===== config.mk =====
export PLATFORM = sky130hd
export DESIGN_NAME = dds_bb_feeder
export DESIGN_NICKNAME = d
export VERILOG_FILES = /design/src/rtl/dds_bb_feeder.sv
export SDC_FILE = /design/constraint.sdc
export NUM_CORES = 1
export LEC_CHECK = 0
export ABC_AREA = 1
export BUFFER_PORTS_ARGS = -buffer_cell sky130_fd_sc_hd__buf_4
export CORE_MARGIN = 1.5
export CORE_UTILIZATION = 55
export DETAILED_ROUTE_END_ITERATION = 8
export PLACE_DENSITY = 0.76
export SETUP_SLACK_MARGIN = 0.4
export SYNTH_ARGS = -nofsm -noshare
export SYNTH_HDL_FRONTEND = slang
export SYNTH_SLANG_ARGS = --single-unit

===== constraint.sdc =====
create_clock -name clk_i -period 3.1 [get_ports clk_i]
set_clock_uncertainty 0.15 [all_clocks]
set_input_delay 0.155 -clock clk_i [delete_from_list [all_inputs] [get_ports clk_i]]
set_output_delay 0.155 -clock clk_i [all_outputs]
set_load 0.1 [all_outputs]

===== src/rtl/dds_bb_feeder.sv =====
// Baseband sample source for the DDS up-converter: a stream-fed FIFO whose
// samples are replayed onto bb_data_o at a programmable period.
module dds_bb_feeder #(
  parameter int BB_DATA_WIDTH  = 8,
  parameter int FIFO_AW        = 4,
  parameter int HOLD_WIDTH     = 16,
  parameter int UNDERFLOW_HOLD = 0
) (
  input  logic                     clk_i,
  input  logic                     rst_i,
  input  logic [BB_DATA_WIDTH-1:0] s_data_i,
  input  logic                     s_valid_i,
  output logic                     s_ready_o,
  input  logic                     enable_i,
  input  logic [HOLD_WIDTH-1:0]    hold_cycles_i,
  output logic [BB_DATA_WIDTH-1:0] bb_data_o,
  output logic                     sample_strobe_o,
  output logic [FIFO_AW:0]         fifo_level_o,
  output logic                     underflow_o,
  input  logic                     underflow_clr_i
);

  localparam int DEPTH = 2 ** FIFO_AW;
  localparam logic [FIFO_AW:0] FULL_LEVEL = (FIFO_AW + 1)'(DEPTH);

  typedef enum logic {
    IDLE = 1'b0,
    RUN  = 1'b1
  } state_e;

  logic [BB_DATA_WIDTH-1:0] mem_q [DEPTH];
  logic [FIFO_AW-1:0]       wr_ptr_q, rd_ptr_q;
  logic [FIFO_AW:0]         level_q, level_d;
  state_e                   state_q, state_d;
  logic [HOLD_WIDTH-1:0]    cnt_q, cnt_d;
  logic [BB_DATA_WIDTH-1:0] bb_q, bb_d;
  logic [BB_DATA_WIDTH-1:0] last_q, last_d;
  logic                     strobe_q, strobe_d;
  logic                     uf_q, uf_d;
  logic                     push, pop, empty, boundary;

  // Ready depends only on the registered level, so a same-cycle pop never
  // opens the input; a full FIFO takes its next sample one cycle after the pop.
  assign empty     = (level_q == '0);
  assign s_ready_o = (level_q != FULL_LEVEL) && !rst_i;
  assign push      = s_valid_i && s_ready_o;
  assign boundary  = (state_q == RUN) && enable_i && (cnt_q == '0);
  assign pop       = boundary && !empty;

  always_comb begin
    level_d = level_q;
    case ({push, pop})
      2'b10:   level_d = level_q + 1'b1;
      2'b01:   level_d = level_q - 1'b1;
      default: level_d = level_q;
    endcase
  end

  // NOTE: every signal gets a default at the top of the block, so no path
  // through the case can leave one unassigned and infer a latch.
  always_comb begin
    state_d  = state_q;
    cnt_d    = cnt_q;
    bb_d     = bb_q;
    last_d   = last_q;
    strobe_d = 1'b0;
    uf_d     = uf_q;
    if (underflow_clr_i) uf_d = 1'b0;

    case (state_q)
      IDLE: begin
        cnt_d = '0;
        bb_d  = '0;
        if (enable_i) state_d = RUN;
      end
      RUN: begin
        if (!enable_i) begin
          state_d = IDLE;
          cnt_d   = '0;
          bb_d    = '0;
        end else if (boundary) begin
          cnt_d = hold_cycles_i;
          if (!empty) begin
            bb_d     = mem_q[rd_ptr_q];
            last_d   = mem_q[rd_ptr_q];
            strobe_d = 1'b1;
          end else begin
            // Placed after the clear so a simultaneous set wins.
            uf_d = 1'b1;
            bb_d = (UNDERFLOW_HOLD != 0) ? last_q : '0;
          end
        end else begin
          cnt_d = cnt_q - 1'b1;
        end
      end
      default: state_d = IDLE;
    endcase
  end

  // NOTE: the sample storage has no reset; the pointers and level define
  // which entries are valid, so clearing the array would only cost logic.
  always_ff @(posedge clk_i) begin
    if (push) mem_q[wr_ptr_q] <= s_data_i;
  end

  // NOTE: sequential state uses non-blocking assignments only, so every
  // register samples its pre-edge inputs regardless of statement order.
  always_ff @(posedge clk_i or posedge rst_i) begin
    if (rst_i) begin
      wr_ptr_q <= '0;
      rd_ptr_q <= '0;
      level_q  <= '0;
      state_q  <= IDLE;
      cnt_q    <= '0;
      bb_q     <= '0;
      last_q   <= '0;
      strobe_q <= 1'b0;
      uf_q     <= 1'b0;
    end else begin
      if (push) wr_ptr_q <= wr_ptr_q + 1'b1;
      if (pop)  rd_ptr_q <= rd_ptr_q + 1'b1;
      level_q  <= level_d;
      state_q  <= state_d;
      cnt_q    <= cnt_d;
      bb_q     <= bb_d;
      last_q   <= last_d;
      strobe_q <= strobe_d;
      uf_q     <= uf_d;
    end
  end

  assign bb_data_o       = bb_q;
  assign sample_strobe_o = strobe_q;
  assign fifo_level_o    = level_q;
  assign underflow_o     = uf_q;

endmodule


==> metrics.yaml <==
status: "complete, no violations"
ir_drop_uv: 593.8
via_count: 5494
coreArea_um2: 13350
fin_nets: 883
final-hold-violation-count: 0
synth_edf_count: 128
switching_share_pct: 42.36
cts-buffers-inserted: 17
grt_max_degree: 67
synthMuxAreaShare_pct: 0
netlist_instances: 771
die_w_um: 120.3
finalWirelength_um: 16880
dr_wl_met3_um: 1005
synth_seq_cells: 168
clock_latency_ns: 0.43
layout_common_cells: "nand2_1 (268), edfxtp_1 (128), nand3_1 (90), inv_1 (72), nor2_1 (64)"
dp_slack_ns: 0.2815
final_common_cell: "nand2_1"
ant_nets: 0
cp.required_ns: 3.00
power.density_nw_per_um2: 948.4
area_growth_pct: 17.80
yosysWarningCount: 0
rsz0062_at_grt: "yes"
layout_setup_ws_ns: 0.4976
grt_pass1_wl_um: 26900
synth-simple-area-share_pct: 24.36
min_period_over_period_pct: 83.95
async_flop_share_pct: 23.81
synth_flop_cell: "edfxtp_1"
drive_gt1_share_pct: 12.50
drv_cap: 0
worstPathMaxFanout: 8
initial_core_util_pct: 56.73
maxUsedRoutingLayer: "met4"
drtPass1Iterations: 5
cts_tree: "yes"
wl_met2_um: 8774
combPwrFrac_pct: 40.2
tightest_slew_ns: 0.8660
ctsRootBufferMaster: "clkbuf_16"
grt_overflow: 0
p_seq_share_pct: 35.1
arrival_ns: 2.50
viasPerCell: 5.324
io_buffers: 44
top_level_ports: 45
p_leak_nw: 3.955
syn_area_um2: 7572
synthesis.nets: 811
nFillCells: 960
dieArea_um2: 14480
diodes: 0
clk_pin_slew_ns: 0.07
regArea_um2: 4852
clockBufferDepth: 2
routedWlPerCell_um: 16.36
rows: 42
synthAdderAreaFrac_pct: 1.818
synth_top_area_share_pct: 50.76
grt_pass1_vias: 5370
min_period_ns: 2.602
crit_type: "reg2reg"
gp_congestion: 0.8984
fp.dieH_um: 120.3
internal-power_mw: 4.876
crit_path_start_kind: "flop"
numClockSinks: 168
wl_met1_um: 6658
syn_avg_cell_area_um2: 9.821
initialDrtViolationCount: 482
drc: 0
yosys-top-cells-area: "edfxtp_1 (51%), nand2_1 (13%), dfrtp_1 (13%)"
synth_top_family_by_area: "simple AND/OR/NAND/NOR gates"
tns_ns: 0
synth_xor_area_share_pct: 1.735
dp_hpwl_um: 10340
multi_input_area_um2: 2310
finalMaxSlewViolations: 0
power_frac_clock_pct: 24.7
hp-class: "in2reg"
cts-htree-levels: 4
synth_compound_area_share_pct: 2.330
critPathCaptureType: "flop"
setup_violations: 0
p_switching_mw: 3.583
yosysSeqAreaShare_pct: 63.98
fmaxAchievable_ghz: 0.3843
yosysUniqueCellTypes: 31
slew_headroom_pct: 42.06
synth_largest_area_cell: "edfxtp_1"
grt_usage_pct: 24.82
antenna_found_initial: 0
synthesized netlist by cell type (all sizes together) (4+ instances only):
master and n:
nand3 91, buf 22, ha 11, nor2 72
xnor2 5, nand2 270, edfxtp 128, xor2 10
o21ai 27, dfrtp 40, a21oi 4, inv 78
cells by family after synthesis:
family,after synthesis
and+or+nand+nor,440
DFF,168
buffers and inverters,103
AOI/OAI and AO/OA,34
xor gates and xnor gates,15
adders and majority gates,11
final cells by class:
cell class / instances / area share, %
Multi-Input combinational cell: 500 / 25.89
Sequential cell: 168 / 54.40
Inverter: 78 / 3.324
Tap cell: 176 / 2.469
Timing Repair Buffer: 78 / 7.322
Clock buffer: 21 / 5.513
Clock inverter: 11 / 1.080
power by group through the flow:
stage               logic [mW]  clock network (mW)  registers (mW)
floorplan                 2.21                   0            3.29
finish                    3.40                2.09            2.97
global placement          3.19                   0            2.99
detailed placement        3.27                   0            3.01
CTS                       3.36                2.09            2.97
global route              3.74                2.20            3.00
repair_timing:
item                                    in CTS  in global routing
hold buffers                                27                  0
endpoints found under the setup margin       2                  2
setup buffers                                2                  0
pin swaps                                    1                  0
endpoints found under the hold margin      186                  0
resized for setup                            0                  3
stage by stage:
| step | hold slack (ns) | area, um^2 | instances | total power [mW] | util, % |
|---|---|---|---|---|---|
| 6_report | 0.1151 | 8920 | 1032 | 8.460 | 66.83 |
| 5_1_grt | 0.1314 | 8920 | 1032 | 8.945 | 66.83 |
| 4_1_cts | 0.05766 | 8900 | 1032 | 8.412 | 66.68 |
| 3_5_place_dp | 0.1292 | 8026 | 971 | 6.272 | 60.13 |
| 3_3_place_gp | 0.1254 | 8026 | 971 | 6.183 | 60.13 |
| 2_1_floorplan | -0.007770 | 7582 | 771 | 5.500 | - |
path summary, 6_finish.rpt:
check	cells past startpoint	to	slack (ns)	start
worst max-delay path	6	mem_q[8][0]	0.50	fifo_level_o[0]
worst min-delay path	3	wr_ptr_q[0]	0.12	s_valid_i
worst max register to register	6	mem_q[8][0]	0.50	fifo_level_o[0]
worst min register to register	1	cnt_q[0]	0.34	cnt_q[0]
max in group asynchronous	4	fifo_level_o[2]	2.10	rst_i
min in group asynchronous	4	wr_ptr_q[0]	0.33	rst_i
per-layer routing:
layer,GRT usage (%),vias to the layer above
met2,42.64,204
li1,-,2651
met5,0,-
met3,5.519,38
met4,9.191,0
met1,31.01,2601
state kept, by name (all words and copies together), names as in the netlist:
register         cells
wr_ptr_q             4
bb_data_o            8
sample_strobe_o      1
fifo_level_o         5
state_q              1
underflow_o          1
rd_ptr_q             4
mem_q              128
cnt_q               16
critical path, stage by stage (launching register included):
cell     delay (ns)
dfrtp_2        0.43
inv_1          0.07
nand4_1        0.10
nand3_1        0.29
inv_1          0.24
nand2_1        0.22
nor2_1         0.72
No activity file was read; power rests on OpenSTA's default activity.
